### src/rtl/v0_intc_pkg.sv
// ---------------------------------------------------------------------------
// v0_intc_pkg
// Shared definitions for the v0 interrupt controller:
//   - Wishbone register word addresses (PEND, MASK, ACT, CTRL)
//   - FSM state type and state constants (IDLE, REQ, SERV)
// ---------------------------------------------------------------------------
package v0_intc_pkg;

    typedef logic [1:0] intc_adr_t;

    localparam intc_adr_t INTC_PEND = 2'd0;  // pending bits, write-1-to-clear
    localparam intc_adr_t INTC_MASK = 2'd1;  // 1 enables the source
    localparam intc_adr_t INTC_ACT  = 2'd2;  // one-hot in-service, write = EOI
    localparam intc_adr_t INTC_CTRL = 2'd3;  // bit0 = global enable

    typedef logic [1:0] intc_state_t;

    localparam intc_state_t ST_IDLE = 2'd0;
    localparam intc_state_t ST_REQ  = 2'd1;
    localparam intc_state_t ST_SERV = 2'd2;

endpackage

### src/rtl/v0_intc_if.sv
// ---------------------------------------------------------------------------
// v0_intc_if
// Pipelined Wishbone slave bus used for software access to the controller.
//   wbcyc/wbstb/wbwe : cycle, strobe, write enable      (master -> slave)
//   wbadr            : register word address            (master -> slave)
//   wbin             : write data                       (master -> slave)
//   wback            : acknowledge, one cycle after stb (slave -> master)
//   wbstl            : stall, always 0                  (slave -> master)
//   wbout            : registered read data             (slave -> master)
// ---------------------------------------------------------------------------
interface v0_intc_if
    import v0_intc_pkg::*;
#(
    parameter int BW = 32
);
    logic          wbcyc;
    logic          wbstb;
    logic          wbwe;
    intc_adr_t     wbadr;
    logic [BW-1:0] wbin;
    logic          wback;
    logic          wbstl;
    logic [BW-1:0] wbout;

    modport master (
        output wbcyc, wbstb, wbwe, wbadr, wbin,
        input  wback, wbstl, wbout
    );

    modport slave (
        input  wbcyc, wbstb, wbwe, wbadr, wbin,
        output wback, wbstl, wbout
    );
endinterface

### src/rtl/v0_prienc.sv
// ---------------------------------------------------------------------------
// v0_prienc
// Combinational lowest-index priority encoder.
//   req_i   [NIRQ] : request vector, bit 0 has highest priority
//   num_o   [NW]   : index of the lowest set bit (0 when none set)
//   valid_o        : at least one request bit is set
// ---------------------------------------------------------------------------
module v0_prienc #(
    parameter int NIRQ = 8,
    parameter int NW   = 3
) (
    input  logic [NIRQ-1:0] req_i,
    output logic [NW-1:0]   num_o,
    output logic            valid_o
);
    always_comb begin
        // NOTE: every output gets a default before the loop, so no path leaves
        // it unassigned and no latch is inferred.
        num_o   = '0;
        valid_o = |req_i;
        // Scan from the top down so the lowest set index is written last.
        for (int i = NIRQ - 1; i >= 0; i--) begin
            if (req_i[i]) begin
                num_o = NW'(i);
            end
        end
    end
endmodule

### src/rtl/v0_intc.sv
// ---------------------------------------------------------------------------
// v0_intc
// Interrupt controller: edge-detects irq sources into PEND, masks them,
// selects the lowest-index eligible source and hands it to the CPU through
// a request/acknowledge handshake, holding it in service until EOI.
//   clk       : processor clock
//   rst       : asynchronous active-high reset
//   wb        : Wishbone slave (PEND/MASK/ACT/CTRL registers)
//   irqin_i   : source requests (pulses or levels), bit 0 highest priority
//   intreq_o  : interrupt request to the CPU
//   intnum_o  : requested source number, valid while intreq_o=1
//   intack_i  : CPU acknowledge, single-cycle pulse
// ---------------------------------------------------------------------------
module v0_intc
    import v0_intc_pkg::*;
#(
    parameter int NIRQ = 8,
    parameter int NW   = 3,
    parameter int BW   = 32
) (
    input  logic            clk,
    input  logic            rst,
    v0_intc_if.slave        wb,
    input  logic [NIRQ-1:0] irqin_i,
    output logic            intreq_o,
    output logic [NW-1:0]   intnum_o,
    input  logic            intack_i
);
    logic [NIRQ-1:0] irqprev_q;
    logic [NIRQ-1:0] pend_q, pend_d;
    logic [NIRQ-1:0] mask_q, mask_d;
    logic [NIRQ-1:0] act_q,  act_d;
    logic            ctrl_q, ctrl_d;
    intc_state_t     state_q, state_d;
    logic [NW-1:0]   intnum_q, intnum_d;
    logic            wback_q;
    logic [BW-1:0]   wbout_q, wbout_d;

    logic [NIRQ-1:0] rise;
    logic [NIRQ-1:0] eligible;
    logic [NIRQ-1:0] src_onehot;
    logic [NW-1:0]   enc_num;
    logic            enc_valid;
    logic            wr_en, rd_en;
    logic            wr_pend, wr_mask, wr_act, wr_ctrl;
    logic            take_ack;
    logic            latched_eligible;

    assign rise     = irqin_i & ~irqprev_q;
    assign eligible = pend_q & mask_q;

    assign wr_en   = wb.wbcyc & wb.wbstb & wb.wbwe;
    assign rd_en   = wb.wbstb & ~wb.wbwe;
    assign wr_pend = wr_en && (wb.wbadr == INTC_PEND);
    assign wr_mask = wr_en && (wb.wbadr == INTC_MASK);
    assign wr_act  = wr_en && (wb.wbadr == INTC_ACT);
    assign wr_ctrl = wr_en && (wb.wbadr == INTC_CTRL);

    assign src_onehot       = {{(NIRQ-1){1'b0}}, 1'b1} << intnum_q;
    assign take_ack         = (state_q == ST_REQ) && intack_i;
    assign latched_eligible = eligible[intnum_q] & ctrl_q;

    v0_prienc #(
        .NIRQ (NIRQ),
        .NW   (NW)
    ) u_prienc (
        .req_i   (eligible),
        .num_o   (enc_num),
        .valid_o (enc_valid)
    );

    // Request/service FSM. The source number is frozen on entry to REQ so a
    // later higher-priority arrival does not preempt the pending request.
    always_comb begin
        state_d  = state_q;
        intnum_d = intnum_q;
        case (state_q)
            ST_IDLE: begin
                if (ctrl_q && enc_valid) begin
                    state_d  = ST_REQ;
                    intnum_d = enc_num;
                end
            end
            ST_REQ: begin
                if (intack_i) begin
                    state_d = ST_SERV;
                end else if (!latched_eligible) begin
                    state_d = ST_IDLE;  // retraction
                end
            end
            ST_SERV: begin
                if (wr_act) begin
                    state_d = ST_IDLE;
                end
            end
            default: state_d = ST_IDLE;
        endcase
    end

    // New edges win over a same-cycle W1C or acknowledge clear.
    always_comb begin
        pend_d = pend_q;
        if (wr_pend) begin
            pend_d = pend_d & ~wb.wbin[NIRQ-1:0];
        end
        if (take_ack) begin
            pend_d = pend_d & ~src_onehot;
        end
        pend_d = pend_d | rise;
    end

    always_comb begin
        mask_d = wr_mask ? wb.wbin[NIRQ-1:0] : mask_q;
        ctrl_d = wr_ctrl ? wb.wbin[0] : ctrl_q;
        act_d  = act_q;
        if (take_ack) begin
            act_d = src_onehot;
        end else if (wr_act) begin
            act_d = '0;
        end
    end

    // Read data is taken from the current registers, i.e. before any
    // same-cycle write lands.
    always_comb begin
        wbout_d = '0;
        case (wb.wbadr)
            INTC_PEND: wbout_d[NIRQ-1:0] = pend_q;
            INTC_MASK: wbout_d[NIRQ-1:0] = mask_q;
            INTC_ACT:  wbout_d[NIRQ-1:0] = act_q;
            INTC_CTRL: wbout_d[0]        = ctrl_q;
            default:   wbout_d           = '0;
        endcase
    end

    always_ff @(posedge clk or posedge rst) begin
        if (rst) begin
            state_q   <= ST_IDLE;
            intnum_q  <= '0;
            irqprev_q <= '0;
            pend_q    <= '0;
            mask_q    <= '0;
            act_q     <= '0;
            ctrl_q    <= 1'b0;
            wback_q   <= 1'b0;
            wbout_q   <= '0;
        end else begin
            // NOTE: non-blocking assignments so every register samples the
            // pre-edge values regardless of statement order.
            state_q   <= state_d;
            intnum_q  <= intnum_d;
            irqprev_q <= irqin_i;
            pend_q    <= pend_d;
            mask_q    <= mask_d;
            act_q     <= act_d;
            ctrl_q    <= ctrl_d;
            wback_q   <= wb.wbstb;
            if (rd_en) begin
                wbout_q <= wbout_d;
            end
        end
    end

    // Decoded straight from the state register so an asynchronous reset
    // drops the request without waiting for a clock edge.
    assign intreq_o = (state_q == ST_REQ);
    assign intnum_o = intnum_q;

    assign wb.wback = wback_q;
    assign wb.wbstl = 1'b0;
    assign wb.wbout = wbout_q;

endmodule
### src/flat_wrapper.sv
// flat-port wrapper written by rule: the top's interface ports become plain ports
module v0_intc_flat import v0_intc_pkg::*;
#(
    parameter int NIRQ = 8,
    parameter int NW   = 3,
    parameter int BW   = 32
)
  (clk, rst, irqin_i, intreq_o, intnum_o, intack_i, wb_wbcyc, wb_wbstb, wb_wbwe, wb_wbadr, wb_wbin, wb_wback, wb_wbstl, wb_wbout);
  v0_intc_if #(.BW(BW)) wb_i ();
  input  logic clk;
  input  logic rst;
  input  logic [NIRQ-1:0] irqin_i;
  output logic intreq_o;
  output logic [NW-1:0] intnum_o;
  input  logic intack_i;
  input wire logic [$bits(wb_i.wbcyc)-1:0] wb_wbcyc;
  input wire logic [$bits(wb_i.wbstb)-1:0] wb_wbstb;
  input wire logic [$bits(wb_i.wbwe)-1:0] wb_wbwe;
  input wire logic [$bits(wb_i.wbadr)-1:0] wb_wbadr;
  input wire logic [$bits(wb_i.wbin)-1:0] wb_wbin;
  output wire logic [$bits(wb_i.wback)-1:0] wb_wback;
  output wire logic [$bits(wb_i.wbstl)-1:0] wb_wbstl;
  output wire logic [$bits(wb_i.wbout)-1:0] wb_wbout;
  assign wb_i.wbcyc = wb_wbcyc;
  assign wb_i.wbstb = wb_wbstb;
  assign wb_i.wbwe = wb_wbwe;
  assign wb_i.wbadr = wb_wbadr;
  assign wb_i.wbin = wb_wbin;
  assign wb_wback = wb_i.wback;
  assign wb_wbstl = wb_i.wbstl;
  assign wb_wbout = wb_i.wbout;
  v0_intc #(.NIRQ(NIRQ), .NW(NW), .BW(BW)) u_core (.clk(clk), .rst(rst), .wb(wb_i), .irqin_i(irqin_i), .intreq_o(intreq_o), .intnum_o(intnum_o), .intack_i(intack_i));
endmodule
### config.mk
export PLATFORM = sky130hd
export DESIGN_NAME = v0_intc_flat
export DESIGN_NICKNAME = d
export VERILOG_FILES = /design/src/rtl/v0_intc_pkg.sv /design/src/rtl/v0_intc_if.sv /design/src/rtl/v0_prienc.sv /design/src/rtl/v0_intc.sv /design/src/flat_wrapper.sv
export SDC_FILE = /design/constraint.sdc
export NUM_CORES = 1
export LEC_CHECK = 0
export ABC_AREA = 1
export CORE_ASPECT_RATIO = 0.8
export CORE_MARGIN = 4
export CORE_UTILIZATION = 50
export CTS_BUF_LIST = sky130_fd_sc_hd__clkbuf_4
export DETAILED_ROUTE_END_ITERATION = 7
export GPL_TIMING_DRIVEN = 0
export PLACE_DENSITY = 0.88
export SYNTH_ARGS = -nofsm -noshare
export SYNTH_HDL_FRONTEND = slang
export SYNTH_HIERARCHICAL = 1
export SYNTH_SLANG_ARGS = --single-unit
### constraint.sdc
create_clock -name clk -period 2.37 [get_ports clk]
set_clock_uncertainty 0.1 [all_clocks]
set_input_delay 0.474 -clock clk [delete_from_list [all_inputs] [get_ports clk]]
set_output_delay 0.474 -clock clk [all_outputs]
set_load 0.02 [all_outputs]
==> results.json <==
{
  "outcome": "completed",
  "synthFlopType": "dfrtp_1",
  "initial_core_util_pct": 52.0,
  "worstHoldPathType": "primary input to asynchronous set/reset pin",
  "hold_buffers": 0,
  "ir_drop_v": 0.000620,
  "dp.cells": 406,
  "diodes": 0,
  "startpoint_type": "register",
  "synth-seq-cells": 47,
  "area_growth_syn_to_layout_pct": 25.9,
  "layoutNonFillerInstCount": 414,
  "dieArea_um2": 5990,
  "cap_violations": 0,
  "grt_first_pass_wirelength_um": 9080,
  "fp.dieW_um": 85.5,
  "required_ns": 1.80,
  "grt_pass1_vias": 1967,
  "powerDensity_nw_per_um2": 865,
  "crit_fanout": 4,
  "vias": 2009,
  "power_mw": 2.62,
  "drc": 0,
  "clock_latency_ns": 0.36,
  "antenna_found_initial": 0,
  "wl_per_cell_um": 13.0,
  "critical_path_class": "register to primary output",
  "fin_nets": 401,
  "die_h_um": 70.0,
  "cp-end-kind": "primary output",
  "pin_count": 86,
  "drtPass1Iterations": 4,
  "post_cts_buffers": 0,
  "hold_viol_final": 0,
  "holdWs_ns": 0.219,
  "yosysTopAreaCell": "dfrtp_1",
  "ys_seq_area_share_pct": 48.9,
  "synth_cell_type_count": 23,
  "grt_overflow": 0,
  "yosys-top-cells-area": "dfrtp_1 (49%), nand2_1 (13%), buf_4 (7.8%)",
  "timing.final.crit_share_pct": 92.3,
  "path_clk_slew_ns": 0.13,
  "port_buffers": 36,
  "syn_avg_cell_area_um2": 8.44,
  "clk_path_buf_depth": 2,
  "worstMarginPinSlew_ns": 0.798,
  "drt-initial-drc-count": 120,
  "synthArstFlopShare_pct": 100,
  "core_um2": 4620,
  "synth_edf_count": 0,
  "drive_gt1_share_pct": 16.7,
  "cts_sinks": 47,
  "grt_max_degree": 39,
  "row_count": 22,
  "fin_util_pct": 65.4,
  "rrSetupSlack_ns": 0.70,
  "p_leak_nw": 1.58,
  "yosysMostFrequentCell": "nand2_1",
  "synth_top_area_share_pct": 48.9,
  "synthTopCellsByCount": "nand2_1 (86), dfrtp_1 (47), inv_1 (35), buf_4 (25), nand3_1 (25)",
  "slew_headroom_pct": 46.6,
  "antenna_left": 0,
  "wl_um": 5400,
  "setup_viol": 0,
  "grt_usage_pct": 19.4,
  "synth_warnings": 6,
  "numCtsBuffers": 5,
  "place_congestion": 0.850,
  "period_needed_ns": 2.19,
  "htree_levels": 2,
  "netlist_instances": 285,
  "fmax_ghz": 0.457,
  "crit_arrival_ns": 1.61,
  "synthesis.area_um2": 2400,
  "cts_resized": 0,
  "cts_root_buf": "clkbuf_4",
  "routed_via_density": 4.85,
  "hpwl_um": 4170,
  "rsz0062_at_grt": "false",
  "report.final.slew_viol_count": 0,
  "cts_tree": "built"
}
-- path summary, 6_finish.rpt --
kind	startpoint	to	cells after the start
max	u_core/state_q[1]$_DFFE_PP0P_	intreq_o	2
min	rst	u_core/irqprev_q[5]$_DFF_PP0_	2
max reg2reg	u_core/mask_q[6]$_DFFE_PP0P_	u_core/intnum_o[1]$_DFFE_PP0P_	8
min reg2reg	u_core/irqprev_q[2]$_DFF_PP0_	u_core/pend_q[2]$_DFF_PP0_	1
max in group asynchronous	rst	u_core/act_q[7]$_DFFE_PP0P_	3
min in group clk	u_core/irqprev_q[2]$_DFF_PP0_	u_core/pend_q[2]$_DFF_PP0_	1
-- metal layers --
layer / wire, um / vias up / global-route usage, %
li1: - / 992 / -
met4: 105 / 0 / 7.21
met5: 0 / - / 0
met2: 2620 / 75 / 31.6
met1: 2280 / 931 / 24.7
met3: 394 / 11 / 5.31
-- through the flow --
stage / setup TNS, ns / setup WS (ns) / instance area (um2)
global placement: -8.52 / -0.184 / 2930
floorplan: 0 / 0.680 / 2490
detailed placement: 0 / 0.0626 / 2950
CTS: 0 / 0.162 / 3030
global route: 0 / 0.104 / 3030
finish: 0 / 0.183 / 3030
-- layout by cell type (no fill, tap or decap) --
cell type,n
clkbuf_4,5
clkinv_1,1
nand3_1,25
bufinv_16,1
nand4_1,2
nor3_2,1
buf_4,25
buf_6,1
nor2_2,2
a21oi_1,4
or2_1,1
nor2_1,11
inv_2,2
a31oi_1,1
buf_12,1
nand2_4,1
nor4b_1,1
conb_1,25
nand2_2,1
nor2_4,2
o21ai_0,16
dfrtp_1,47
clkdlybuf4s50_1,36
nand2_1,86
buf_2,2
clkinv_2,1
inv_1,34
mux2_2,14
o211ai_1,5
-- critical path, cell delays in order (launching register included) --
cell	delay, ns
dfrtp_1	0.44
nor2_1	0.18
clkdlybuf4s50_1	0.63
-- logic make-up (layout without fill, tap and decap cells) --
family / Yosys count / count (layout) / share of synthesized area, %
buffers and inverters: 64 / 109 / 14.3
flip-flops: 47 / 47 / 48.9
other: 1 / 25 / 0.156
AO/OA/AOI/OAI: 26 / 26 / 5.98
AND/OR/NAND/NOR: 133 / 133 / 24.1
multiplexers: 14 / 14 / 6.56
-- flip-flops by register name (all words and copies together) (netlist names) --
| signal | cells |
|---|---|
| u_core/act_q | 8 |
| u_core/ctrl_q | 1 |
| u_core/intnum_o | 3 |
| u_core/irqprev_q | 8 |
| u_core/mask_q | 8 |
| u_core/pend_q | 8 |
| u_core/state_q | 2 |
| u_core/wb.wback | 1 |
| u_core/wb.wbout | 8 |
-- final cells by class --
class / instances / area (um2)
plain buffers: 28 / 209
clock buffers: 5 / 37.5
clock inverters: 3 / 38.8
fillers: 415 / 1600
inverters: 36 / 135
multi-input cells: 198 / 975
flip-flops and latches: 47 / 1180
well taps: 60 / 75.1
repair buffers: 37 / 380
-- where the power goes --
group / internal (mW) / switching, mW
registers: 0.996 / 0.148
logic: 0.427 / 0.580
clock network: 0.217 / 0.251
total: 1.64 / 0.979
No activity file was read; power rests on OpenSTA's default activity.
